===== config.mk =====
export PLATFORM = sky130hd
export DESIGN_NAME = uart_tx_scheduler
export DESIGN_NICKNAME = d
export VERILOG_FILES = /design/src/rtl/uart_tx_scheduler.sv
export SDC_FILE = /design/constraint.sdc
export NUM_CORES = 1
export LEC_CHECK = 0
export CORE_UTILIZATION = 54
export DETAILED_ROUTE_END_ITERATION = 10
export PLACE_DENSITY = 0.84
export SLEW_MARGIN = 15
export SYNTH_ARGS = -nofsm -noshare
export SYNTH_HDL_FRONTEND = slang
export SYNTH_SLANG_ARGS = --single-unit

===== constraint.sdc =====
create_clock -name clk -period 3.5 [get_ports clk]
set_clock_uncertainty 0.05 [all_clocks]
set_input_delay 0.35 -clock clk [delete_from_list [all_inputs] [get_ports clk]]
set_output_delay 0.35 -clock clk [all_outputs]
set_load 0.01 [all_outputs]

===== src/rtl/uart_tx_scheduler.sv =====
// -----------------------------------------------------------------------------
// uart_tx_scheduler
//
// Two byte requesters share one UART transmit pin. Source 0 is the FIR result
// path and source 1 is the status/echo path. A round-robin arbiter picks one
// requester, latches its byte and acknowledges it. The byte is then sent on
// txd as a frame: start bit, data bits LSB first, an optional parity bit, and
// one or two stop bits.
//
// The block also controls an external baud tick generator (oversampling 1).
// While idle, that generator is held cleared. During a frame it runs freely,
// and each baud_tick it produces advances the frame by one bit.
//
// Parameters
//   DATA_BITS   data bits per frame, LSB first (5..9)
//   STOP_BITS   stop bits per frame (1 or 2)
//   PARITY_EN   1 = insert a parity bit after the data bits
//   PARITY_ODD  1 = odd parity, 0 = even parity (only with PARITY_EN = 1)
//
// Ports
//   clk         system clock, rising edge
//   rst         asynchronous active-low reset
//   req0/data0  source 0 request level and byte; held until ack0
//   ack0        1-cycle pulse: data0 latched
//   req1/data1  source 1 request level and byte; held until ack1
//   ack1        1-cycle pulse: data1 latched
//   baud_tick   1-cycle bit strobe from the tick generator
//   baud_rst_n  tick generator reset; 0 holds its counter cleared
//   baud_en     tick generator enable
//   txd         serial line, idles high, registered
//   busy        high whenever a frame is in progress
//   last_src    source of the most recently granted byte
// -----------------------------------------------------------------------------
module uart_tx_scheduler #(
    parameter int DATA_BITS  = 8,
    parameter int STOP_BITS  = 1,
    parameter int PARITY_EN  = 0,
    parameter int PARITY_ODD = 0
) (
    input  logic                 clk,
    input  logic                 rst,
    input  logic                 req0,
    input  logic [DATA_BITS-1:0] data0,
    output logic                 ack0,
    input  logic                 req1,
    input  logic [DATA_BITS-1:0] data1,
    output logic                 ack1,
    input  logic                 baud_tick,
    output logic                 baud_rst_n,
    output logic                 baud_en,
    output logic                 txd,
    output logic                 busy,
    output logic                 last_src
);

    localparam int BIT_CNT_W = $clog2(DATA_BITS + 1);

    typedef enum logic [2:0] {
        ST_IDLE,
        ST_START,
        ST_DATA,
        ST_PARITY,
        ST_STOP
    } state_t;

    state_t                 state_reg,    state_next;
    logic [DATA_BITS-1:0]   shift_reg,    shift_next;
    logic [BIT_CNT_W-1:0]   bit_cnt_reg,  bit_cnt_next;
    logic [1:0]             stop_cnt_reg, stop_cnt_next;
    logic                   parity_reg,   parity_next;
    logic                   txd_reg,      txd_next;
    logic                   ack0_reg,     ack0_next;
    logic                   ack1_reg,     ack1_next;
    logic                   last_src_reg, last_src_next;

    // -------------------------------------------------------------------------
    // Arbitration.
    // A lone requester always wins. When both sources request, the grant goes
    // to the source that was not served last. last_src resets to 1, so the
    // first contested grant after reset goes to source 0.
    // -------------------------------------------------------------------------
    logic                 any_req;
    logic                 winner;
    logic [DATA_BITS-1:0] win_data;
    logic                 win_parity;

    assign any_req = req0 | req1;
    assign winner  = (req0 & req1) ? ~last_src_reg : req1;

    for (genvar gi = 0; gi < DATA_BITS; gi++) begin : g_win_data
        assign win_data[gi] = winner ? data1[gi] : data0[gi];
    end

    // For even parity the parity bit equals the XOR of the data bits; odd
    // parity inverts that bit. The bit is computed once, when the byte is
    // latched, because the shift register no longer holds the whole byte by
    // the time the parity bit is sent.
    assign win_parity = (^win_data) ^ (PARITY_ODD != 0);

    // -------------------------------------------------------------------------
    // Next-state and datapath logic.
    // txd_next holds the line level for the state being entered. txd is
    // therefore a clean registered output and changes one cycle after the
    // tick that caused the transition.
    // -------------------------------------------------------------------------
    always_comb begin
        state_next    = state_reg;
        shift_next    = shift_reg;
        bit_cnt_next  = bit_cnt_reg;
        stop_cnt_next = stop_cnt_reg;
        parity_next   = parity_reg;
        txd_next      = txd_reg;
        ack0_next     = 1'b0;
        ack1_next     = 1'b0;
        last_src_next = last_src_reg;

        unique case (state_reg)
            ST_IDLE: begin
                // baud_tick is ignored here: the generator is held cleared.
                txd_next = 1'b1;
                if (any_req) begin
                    shift_next    = win_data;
                    parity_next   = win_parity;
                    last_src_next = winner;
                    ack0_next     = ~winner;
                    ack1_next     = winner;
                    txd_next      = 1'b0;
                    state_next    = ST_START;
                end
            end

            ST_START: begin
                if (baud_tick) begin
                    bit_cnt_next = '0;
                    txd_next     = shift_reg[0];
                    state_next   = ST_DATA;
                end
            end

            ST_DATA: begin
                if (baud_tick) begin
                    shift_next   = shift_reg >> 1;
                    bit_cnt_next = bit_cnt_reg + BIT_CNT_W'(1);
                    if (bit_cnt_reg == BIT_CNT_W'(DATA_BITS - 1)) begin
                        if (PARITY_EN != 0) begin
                            txd_next   = parity_reg;
                            state_next = ST_PARITY;
                        end else begin
                            stop_cnt_next = '0;
                            txd_next      = 1'b1;
                            state_next    = ST_STOP;
                        end
                    end else begin
                        // The shift happens on this same edge, so the next
                        // bit on the line is the current bit 1.
                        txd_next = shift_reg[1];
                    end
                end
            end

            ST_PARITY: begin
                if (baud_tick) begin
                    stop_cnt_next = '0;
                    txd_next      = 1'b1;
                    state_next    = ST_STOP;
                end
            end

            ST_STOP: begin
                if (baud_tick) begin
                    if (stop_cnt_reg == 2'(STOP_BITS - 1)) begin
                        txd_next   = 1'b1;
                        state_next = ST_IDLE;
                    end else begin
                        stop_cnt_next = stop_cnt_reg + 2'd1;
                    end
                end
            end

            default: begin
                txd_next   = 1'b1;
                state_next = ST_IDLE;
            end
        endcase
    end

    // -------------------------------------------------------------------------
    // State register. A reset aborts any frame in progress and issues no ack.
    // -------------------------------------------------------------------------
    always_ff @(posedge clk or negedge rst) begin
        if (!rst) begin
            state_reg <= ST_IDLE;
        end else begin
            state_reg <= state_next;
        end
    end

    always_ff @(posedge clk or negedge rst) begin
        if (!rst) begin
            shift_reg    <= '0;
            bit_cnt_reg  <= '0;
            stop_cnt_reg <= '0;
            parity_reg   <= 1'b0;
            txd_reg      <= 1'b1;
            ack0_reg     <= 1'b0;
            ack1_reg     <= 1'b0;
            last_src_reg <= 1'b1;
        end else begin
            shift_reg    <= shift_next;
            bit_cnt_reg  <= bit_cnt_next;
            stop_cnt_reg <= stop_cnt_next;
            parity_reg   <= parity_next;
            txd_reg      <= txd_next;
            ack0_reg     <= ack0_next;
            ack1_reg     <= ack1_next;
            last_src_reg <= last_src_next;
        end
    end

    // -------------------------------------------------------------------------
    // Outputs.
    // busy and the tick-generator controls decode directly from the state
    // register. As a result, an asynchronous reset clears them at once,
    // without waiting for a clock edge.
    // -------------------------------------------------------------------------
    assign busy       = (state_reg != ST_IDLE);
    assign baud_en    = busy;
    assign baud_rst_n = busy;
    assign txd        = txd_reg;
    assign ack0       = ack0_reg;
    assign ack1       = ack1_reg;
    assign last_src   = last_src_reg;

    // -------------------------------------------------------------------------
    // Design invariants.
    // -------------------------------------------------------------------------
    a_ack_exclusive: assert property (@(posedge clk) disable iff (!rst)
        !(ack0_reg && ack1_reg));

    a_ack_single_cycle: assert property (@(posedge clk) disable iff (!rst)
        (ack0_reg || ack1_reg) |=> !(ack0_reg || ack1_reg));

    a_idle_line_high: assert property (@(posedge clk) disable iff (!rst)
        (state_reg == ST_IDLE) |-> txd_reg);

endmodule


* After elaboration in Yosys (flattened, before gate mapping)
Cells that the tools add are included.
** Storage, ports and cells
- Bits in registers :: 21
- Latch bits :: 0
- Bits in writable memories :: 0
- Memory bits (read-only) :: 0
- Word-level logic and storage cells :: 80
- Memories :: 0
** Operators by class
- $add $sub $neg :: 2
- $mul :: 0
- Div/mod/pow operators :: 0
- Magnitude comparators :: 0
- Eq/ne operators :: 13
- Shift-type cells :: 0
- Multiplexer cells :: 41
- Bitwise logic cells :: 4
- Reduce and logical (&&, ||, !) cells :: 12
** Operators by type and width (number)
- 3-bit 2-to-1 mux :: 7
- 1-bit 2-to-1 mux :: 20
- 8-bit 2-to-1 mux :: 2
- 2-bit inequality test, second input constant :: 8
- 8-bit one-hot mux with 2 select lines :: 1
- 3-bit one-hot mux with 5 select lines :: 1
- 2-bit 2-to-1 mux :: 5
- 4-bit 2-to-1 mux :: 2
- 4-bit one-hot mux with 2 select lines :: 1
- 7-bit AND reduction :: 1
- 3-bit by 2-bit equality test with 1-bit output, second input constant :: 2
- 2-bit one-hot mux with 3 select lines :: 1
- 3-bit AND reduction :: 2
- 6-bit AND reduction :: 1
- 3-bit nonzero test :: 2
- 1-bit one-hot mux with 5 select lines :: 1
- 5-bit AND reduction :: 1
- 4-bit by 1-bit adder with 4-bit output, second input constant :: 1
- 4-bit by 3-bit equality test with 1-bit output, second input constant :: 1
- 2-bit nonzero test :: 2
- 3-bit by 1-bit equality test with 1-bit output, second input constant :: 1
- 3-bit equality test, second input constant :: 1
- 3-bit zero test :: 1
- 2-bit by 1-bit adder with 2-bit output, second input constant :: 1
- other kinds (5) :: 6

* Logic depth before layout (Yosys ltp)
- Word-level depth :: 5
- Mapped depth :: 6
- Gate-level depth less buffers :: 5

* Worst setup path before layout
OpenSTA, ideal clock, no wires.
- Kind :: flip-flop to output port
- Start :: reg state_reg[0]
- End :: out baud_rst_n
- Data arrival time :: 1.254 ns
- Required time :: 3.100 ns
- Path slack :: 1.846 ns
- Stages on the path, launching flop included :: 5
- Buffers on the path :: 2
- Cell sequence :: dfrtp_1 -> clkbuf_1 -> nor3_1 -> inv_1 -> buf_4
** Between the ends
- Longest elaborated chain between the ends :: 1
** RTL lines
- start: declaration :: line 66 : state_t state_reg, state_next;
- start signal: assignment :: line 194 : state_reg <= state_next;
- 3-bit nonzero test :: line 226 : assign busy = (state_reg != ST_IDLE);
- end: declaration :: line 49 : output logic baud_rst_n,
No other way between the ends.

* Worst setup path in the final report
Ends and elaborated chain as after synthesis.

==> flow_summary.json <==
{
  "place_ws_ps": 1230,
  "hp-class": "register to register",
  "rsz0062_at_grt": "no",
  "period_share": 0.743,
  "dpl.hpwl_mm": 2.16,
  "crit-reg2reg-launch": "state_reg[0]",
  "startpoint": "state_reg[0]",
  "vias": 1205,
  "gr-usage-all-layers": 0.251,
  "detail_route.first_pass.iterations": 4,
  "post_cts_buffers": 0,
  "yosysTopAreaCell": "dfrtp_1",
  "synth-edff-count": 0,
  "synth_fp_nets": 165,
  "cp_slowest_stage_delay_ps": 630,
  "vias_per_cell": 6.44,
  "setup.worst_path.class": "register to output port",
  "grt_max_degree": 22,
  "syn_inst": 142,
  "critPathCapture": "baud_rst_n",
  "syn2layout_area_growth_pct": 19.3,
  "setup_viol": 0,
  "dieWidth_um": 51.9,
  "slowest_stage": "dfrtp_1",
  "cp_data_arrival_time_ps": 2200,
  "max_slew_margin": 0.372,
  "fin_crit_ps": 2600,
  "drive_above_1_share": 0.107,
  "tns_ps": 0,
  "max_freq_ghz": 0.385,
  "ys_ff_latch": 21,
  "ant_nets": 0,
  "antenna_found_initial": 0,
  "die_h_um": 51.9,
  "yosysUniqueCellTypes": 45,
  "coreArea_mm2": 0.00228,
  "synth.avg_cell_area_um2": 9.46,
  "routedWlPerCell_um": 16.3,
  "synthArstFlopShare": 1.00,
  "h-tree-depth": 1,
  "drt-initial-drc-count": 20,
  "cap_violations": 0,
  "finish.utilization": 0.704,
  "diodes": 0,
  "hold_slack_ps": 465,
  "cts_buffers": 3,
  "port_buffers": 27,
  "gr-total-overflow": 0,
  "cp.required_ps": 3100,
  "drc_errors": 0,
  "ys_top_cells_by_area": "dfrtp_1 (35%), o31ai_2 (6.5%), a221oi_1 (5.2%), dfstp_2 (3.9%), o31ai_1 (3.9%)",
  "synthFlopType": "dfrtp_1",
  "clk_path_buf_depth": 2,
  "ctsHoldBuffers": 0,
  "rr_endpoint": "shift_reg[6]",
  "yosys_warnings": 0,
  "cts_resized": 0,
  "num-nets-final": 183,
  "netlist_area_mm2": 0.00134,
  "post-route-cell-area_mm2": 0.00160,
  "cp-end-kind": "output port",
  "rows": 17,
  "root_buffer": "clkbuf_4",
  "grt_pass1_vias": 1098,
  "p_leak_nw": 0.644,
  "startpoint_type": "register",
  "irDropWorstVdd_mv": 0.618,
  "io_pins": 28,
  "post-synth-top-count-cell": "dfrtp_1",
  "cts.reportedPaths.clkPinSlew_ps": 140,
  "largest_reg_flops": 8,
  "initial_core_util": 0.590,
  "power_density_mw_per_mm2": 781,
  "clk_latency_ps": 320,
  "critical_path_peak_fanout": 21,
  "cts_tree": "yes",
  "status": "completed",
  "hold_viol": 0,
  "die_area_mm2": 0.00269,
  "cp_cell_sequence": "nor3_1 > inv_1 > clkdlybuf4s50_1",
  "ys_top_cells_by_count": "dfrtp_1 (19), nor2_1 (10)",
  "synth_top_area_frac": 0.354,
  "worstRegToRegCells": 3,
  "routed_wl_mm": 3.05,
  "postLayoutSetupSlackWorst_ps": 900,
  "grt_pass1_wl_mm": 4.97,
  "cts_sinks": 21,
  "ys_seq_area_frac": 0.393,
  "placed_cell_area_mm2": 0.00158,
  "worst_pin_slew_ps": 939,
  "drv_slew": 0,
  "rrSetupSlack_ps": 1350,
  "gp_congestion": 0.747
}
metrics by stage:
stage / std cells / total power (W)
global placement: 183 / 0.00109
finish: 187 / 0.00125
global route: 187 / 0.00134
detailed placement: 183 / 0.00112
floorplan: 142 / 0.000962
CTS: 187 / 0.00125
critical path: cells and delay by family, from the launching register on:
family / cells / cell delay [ps]
and+or+nand+nor: 1 / 560
DFF: 1 / 630
buffers and inverters: 2 / 690
worst min-delay path by stage:
stage / start / end / slack, ps / cells past startpoint
finish: shift_reg[7] / shift_reg[7] / 460 / 1
global route: txd / txd / 500 / 1
CTS: shift_reg[7] / shift_reg[7] / 460 / 1
detailed placement: shift_reg[7] / shift_reg[7] / 420 / 1
global placement: shift_reg[7] / shift_reg[7] / 420 / 1
floorplan: rst / ack0 / 4 / 0
layout make-up:
cell class / count / area [um^2]
fillers: 185 / 673
clock buffers: 3 / 22.5
well taps: 28 / 35.0
repair buffers: 27 / 270
multi-input cells: 99 / 712
flip-flops and latches: 21 / 528
inverters: 8 / 30.0
clock inverters: 1 / 5.00
where the power goes:
group          internal, W  total (W)  switching (W)
logic             0.000313   0.000637       0.000324
clock network    0.0000428   0.000122      0.0000794
registers         0.000354   0.000493       0.000139
total             0.000710    0.00125       0.000542
per-layer routing:
metal  share of wire  global-route usage  vias up
met1            0.46               0.322      591
met3           0.046              0.0263        2
met4          0.0046              0.0766        0
met5               0                   0        -
met2            0.49               0.438       43
li1                -                   -      569
kinds of logic after synthesis:
family | count (synthesis) | share of synthesized area
buffers and inverters | 22 | 0.0773
AOI/OAI and AO/OA | 53 | 0.312
DFF | 21 | 0.393
adders and majority gates | 2 | 0.0186
muxes | 2 | 0.0149
and+or+nand+nor | 42 | 0.184
layout by cell type, fill, tap and decap left out, drive strengths merged, types with 2 or more instances in the layout:
cell type	instances
inv	8
nand2	5
nor2	10
or3	2
mux2i	2
o21ai	8
nor3	2
nor4b	2
clkdlybuf4s50	27
and2	7
a21oi	8
a221oi	8
ha	2
o2bb2ai	3
dfrtp	19
nand3	2
dfstp	2
o31ai	14
clkbuf	3
nand2b	4
No activity file was read; power rests on OpenSTA's default activity.
